## config.mk

```make
export PLATFORM = sky130hd
export DESIGN_NAME = demux_buf
export DESIGN_NICKNAME = d
export VERILOG_FILES = /design/src/rtl/demux_buf.sv
export SDC_FILE = /design/constraint.sdc
export NUM_CORES = 1
export LEC_CHECK = 0
export ABC_CLOCK_PERIOD_IN_PS = 4100
export CORE_ASPECT_RATIO = 0.5
export CORE_MARGIN = 2
export CORE_UTILIZATION = 25
export CTS_BUF_LIST = sky130_fd_sc_hd__clkbuf_4
export CTS_CLUSTER_SIZE = 16
export DETAILED_ROUTE_END_ITERATION = 10
export SYNTH_ARGS = -nofsm -noshare
export SYNTH_HDL_FRONTEND = slang
export SYNTH_SLANG_ARGS = --single-unit
```

## constraint.sdc

```tcl
create_clock -name clk -period 4.1 [get_ports clk]
set_input_delay 0.82 -clock clk [delete_from_list [all_inputs] [get_ports clk]]
set_output_delay 0.82 -clock clk [all_outputs]
set_load 0.02 [all_outputs]
```

## src/rtl/demux_buf.sv

```systemverilog
// demux_buf: buffered 1:2 demultiplexer routing words into two independent lane FIFOs.
// Optional feature: define DEMUX_ERR_EN to add a sticky err output for pushes refused by a full lane.
module demux_buf #(
    parameter int WIDTH = 4,
    parameter int DEPTH = 2
) (
    input  logic             clk,
    input  logic             reset,
    input  logic             valid_in,
    input  logic             sel,
    input  logic [WIDTH-1:0] data_in,
    output logic             ready_in,
    output logic [WIDTH-1:0] data_out_0,
    output logic [WIDTH-1:0] data_out_1,
    output logic             valid_out_0,
    output logic             valid_out_1,
    input  logic             pop_0,
    input  logic             pop_1,
    output logic             full_0,
    output logic             full_1
`ifdef DEMUX_ERR_EN
    ,
    output logic             err
`endif
);
    localparam int AW = $clog2(DEPTH);

    logic [WIDTH-1:0] r_mem [2][DEPTH];
    logic [AW-1:0]    r_wp  [2];
    logic [AW-1:0]    r_rp  [2];
    logic [AW:0]      r_cnt [2];
    logic [1:0]       w_full;
    logic [1:0]       w_valid;
    logic [1:0]       w_pop_req;
    logic [1:0]       w_push;
    logic [1:0]       w_pop;

    assign w_pop_req   = {pop_1, pop_0};
    assign ready_in    = !w_full[sel];
    assign data_out_0  = r_mem[0][r_rp[0]];
    assign data_out_1  = r_mem[1][r_rp[1]];
    assign valid_out_0 = w_valid[0];
    assign valid_out_1 = w_valid[1];
    assign full_0      = w_full[0];
    assign full_1      = w_full[1];

    for (genvar n = 0; n < 2; n++) begin : g_lane
        assign w_full[n]  = r_cnt[n] == (AW+1)'(DEPTH);
        assign w_valid[n] = r_cnt[n] != '0;
        assign w_push[n]  = valid_in && ready_in && (sel == 1'(n));
        assign w_pop[n]   = w_pop_req[n] && w_valid[n];

        // Storage write: data only lands when the push is accepted outside reset.
        always_ff @(posedge clk) begin
            if (reset && w_push[n]) r_mem[n][r_wp[n]] <= data_in;
        end

        // Pointers wrap naturally at DEPTH (power of two); count tracks push minus pop.
        always_ff @(posedge clk) begin
            if (!reset) begin
                r_wp[n]  <= '0;
                r_rp[n]  <= '0;
                r_cnt[n] <= '0;
            end else begin
                if (w_push[n]) r_wp[n] <= r_wp[n] + 1'b1;
                if (w_pop[n]) r_rp[n] <= r_rp[n] + 1'b1;
                r_cnt[n] <= r_cnt[n] + (AW+1)'(w_push[n]) - (AW+1)'(w_pop[n]);
            end
        end
    end

`ifdef DEMUX_ERR_EN
    logic r_err;
    assign err = r_err;

    // Sticky flag for a word offered while its lane was full; only reset clears it.
    always_ff @(posedge clk) begin
        if (!reset) r_err <= 1'b0;
        else if (valid_in && !ready_in) r_err <= 1'b1;
    end
`endif
endmodule

```

# == After elaboration in Yosys (flattened, before gate mapping) ==
# Memories as Yosys holds them, arrays and structs flattened.
# Index checks and enable logic that the tools add are counted.
# totals
n_memories,4
ramBits,24
reg_bits,0
inputBits,10
# memory_table
name,depth,word_bits,rd,rd_clocked_by_memory_dff,wr,line_no,text
r_mem,2,8,2,0,1,28,logic [WIDTH-1:0] r_mem [2][DEPTH];
r_cnt,2,2,2,0,2,31,logic [AW:0] r_cnt [2];
r_rp,2,1,2,0,2,30,logic [AW-1:0] r_rp [2];
r_wp,2,1,2,0,2,29,logic [AW-1:0] r_wp [2];
# op_classes
order_cmp,7
n_mux,39
bitwise_logic,11
n_addsub,8
eq_ne,2
reduce_logical,13
# ops
operator,count
$mux 4,8
$mux 8,4
$mux 1,23
$logic_and 1x1->1,9
$demux 4 s1,2
$ge 2x2->1 const B,4
$not 1->2,4
$reduce_or 8->1,1
$or 1x1->1,6
$add 1x1->1 const B,4
$add 2x1->2,2
$eq 2x2->1 const B,2
$lt 2x1->1 const B,2
$mux 2,2
$reduce_bool 2->1,2
$sub 2x1->2,2
$lt 1x2->1 const B,1
$logic_not 1->1,1
$not 1->1,1

# == Longest topological paths before layout ==
# logic_depth
depth_word,11
mapped_depth,9
depth_no_buf,9

# == Least setup slack after synthesis ==
# No wires, ideal clock.
# synth_timing
kind,input -> output
start,input sel
end,output ready_in
path_slack_ps,2090
t_required_ps,3280
t_arrival_ps,1190
path_stages,2
path_cell_list,nor2_1 -> a21oi_1
# synth_via
elab_chain_len,3
# synth_lines
element,line_no,text
from (decl),10,"input logic sel,"
$mux 1 (not written as such) (2 in a row),39,assign ready_in = !w_full[sel];
$logic_not 1->1,39,
to (decl),12,"output logic ready_in,"
# Every way passes these cells. The select of a mux whose other input is x is not followed.

# == Worst setup path in the final report ==
# Ends and elaborated chain as after synthesis.

==> metrics <==
status=finished clean; maximum VDD drop=0.207 mV; final hold vios=0; max-slew violations=0; Setup-failing EPs final=0; I/O pin total=23; Worst-Skew Late Latency=0.31 ns; multi-input logic area=353 µm²; Avg Cell Area, Syn=14.1 µm²; clock sink count=24; CTS tree=done; Post-CTS Setup Inserts=0; placed cells=149; H-Tree Depth=1; flops & latches, synth=24; Worst Max-Slew Pin Slew=0.671 ns; CTS resizes=0; final instance area=1380 µm²; crit-path cells=clkdlybuf4s50_1 > nor2_1 > a21oi_1 > clkdlybuf4s50_1; vias=598; Power Density=571 nW/µm²; overall routing resource usage=0.0738; top cells by area, synth=edfxtp_1, dfxtp_1, mux2_2; Routed WL=1.57 mm; Slew headroom=0.552; die width=95.4 µm; RSZ-0062 raised after global routing=no; Fill cells=382; CP max-delay cell=clkdlybuf4s50_1; most common cell after layout, fill and taps aside=clkdlybuf4s50_1; most frequent cells in the layout=clkdlybuf4s50_1, edfxtp_1, mux2_2, inv_1, dfxtp_1; fin nets=114; Worst Skew=0.000676 ns; die height=49.7 µm; layout cells sized above 1=0.162; diode count=0; Setup Crit Path Kind=input pin to primary output; worst min path class=flop to flop; DRT iter0 DRCs=23; Reg clk slew, reported paths=0.12 ns; area post-placement=1330 µm²; Tot Pwr=0.000789 W; number of stages on the worst setup path=4; CP Max Fanout=4; CP delay by family, top=buffers and inverters; Max stage delay on crit path=0.62 ns; startpoint types=input pin; CORE AREA=3940 µm²; total grt overflow=0; sum of buffers and inverters on the critical path=2; Final Wtd Congestion=0.680; worst endpoint data arrival time=2.12 ns; CTS Buffer Depth=2; minimum clock period=2.94 ns; Area Growth Syn to Fin=32.3%; hpwl dp=1.24 mm; Yosys top cell area share=0.518; register area share after synthesis=0.633; hold_buf cts=0; Yosys cell types=21; FP Rows=16; Syn Inst Count=74; CTS buffer count=3; Crit path required time=3.28 ns; most numerous cell on the critical path=clkdlybuf4s50_1; synthesized cell area=1040 µm²; overall die area=4740 µm²; wire per inst=10.3 µm; period utilization=0.716; Leak=0.519 nW; maximum clock rate=341 MHz; Reg area=661 µm²; first-pass GRT wire length=2.66 mm; Max Cap Viol=0; port bufs=22; r2r worst-path depth=9; area leader, netlist=edfxtp_1; Min-Delay Path Depth=2; number of global-route vias before repair=590; Fin Setup TNS=0 ns; DR pass1 iterations=3; Root Driver=clkbuf_4; initial antenna violation count=0; post-route ant nets=0; final std cells w/o fill=153; Post-Syn Nets=88; Via density=3.91; Initial Utilization=0.265; synth warn=0; DRC viols=0; R2R setup slack=2.31 ns; Worst setup EP type=primary output; pin count of the biggest net entering global routing=15
## per-layer routing
layer,vias up,global-route usage,wire length (µm)
met1,281,0.0890,731
met2,10,0.127,769
met5,-,0,0
met3,2,0.0229,56
met4,0,0.0217,14
li1,305,-,-
## synthesized netlist by cell type
master and instances:
edfxtp_1 18, mux2_2 8, inv_1 7, dfxtp_1 6, nand2_1 5, xnor2_1 5, and2_1 4, ha_1 4
and3_1 2, nor2_1 2, nor3b_1 2, or2_2 2, a21oi_1 1, clkbuf_1 1, nand2b_1 1, nand3b_1 1
nor2b_1 1, nor2b_4 1, nor4b_4 1, o21a_1 1, o21bai_1 1
## through the flow
step / setup WS [ns] / util / hold WS [ns]
floorplan: 2.09 / - / 0.483
global placement: 1.18 / 0.337 / 0.495
detailed placement: 1.15 / 0.337 / 0.517
CTS: 1.15 / 0.350 / 0.529
global route: 1.09 / 0.350 / 0.558
finish: 1.16 / 0.350 / 0.524
## final timing paths
kind                                from                endpoint
setup / recovery                     sel                ready_in
hold / removal           r_wp[1]$_DFF_P_         r_wp[1]$_DFF_P_
setup reg to reg  r_cnt[0][1]$_SDFF_PN0_  r_cnt[0][1]$_SDFF_PN0_
hold reg to reg          r_wp[1]$_DFF_P_         r_wp[1]$_DFF_P_
## registers in the layout (all words and copies together) (netlist names)
name,count
r_cnt,4
r_mem,16
r_rp,2
r_wp,2
## tightest hold or removal path, delay by kind of cell, from the launching register on
family,cells,cell delay (ns)
flip-flops,1,0.36
AND/OR/NAND/NOR,1,0.07
AO/OA/AOI/OAI,1,0.05
## cells by family (layout without fill, tap and decap cells)
logic type	Yosys count	count (layout)	share of synthesized area
compound gates	3	3	0.0192
xor+xnor	5	5	0.0420
fa+ha+maj	4	4	0.0480
buf+inv	8	33	0.0288
flops	24	24	0.633
mux	8	8	0.0863
simple gates	22	22	0.143
## power by group
group	switching [W]	total (W)	internal, W
clock network	0.0000683	0.000167	0.0000988
logic	0.000135	0.000297	0.000162
registers	0.0000301	0.000325	0.000295
## cell type report
type                            instances  area share
Sequential cell                        24       0.479
Multi-Input combinational cell         42       0.256
Timing Repair Buffer                   22       0.160
Tap cell                               54      0.0490
Clock inverter                          1      0.0218
Inverter                                7      0.0190
Clock buffer                            3      0.0163
Power figures use the tool's default switching activity.
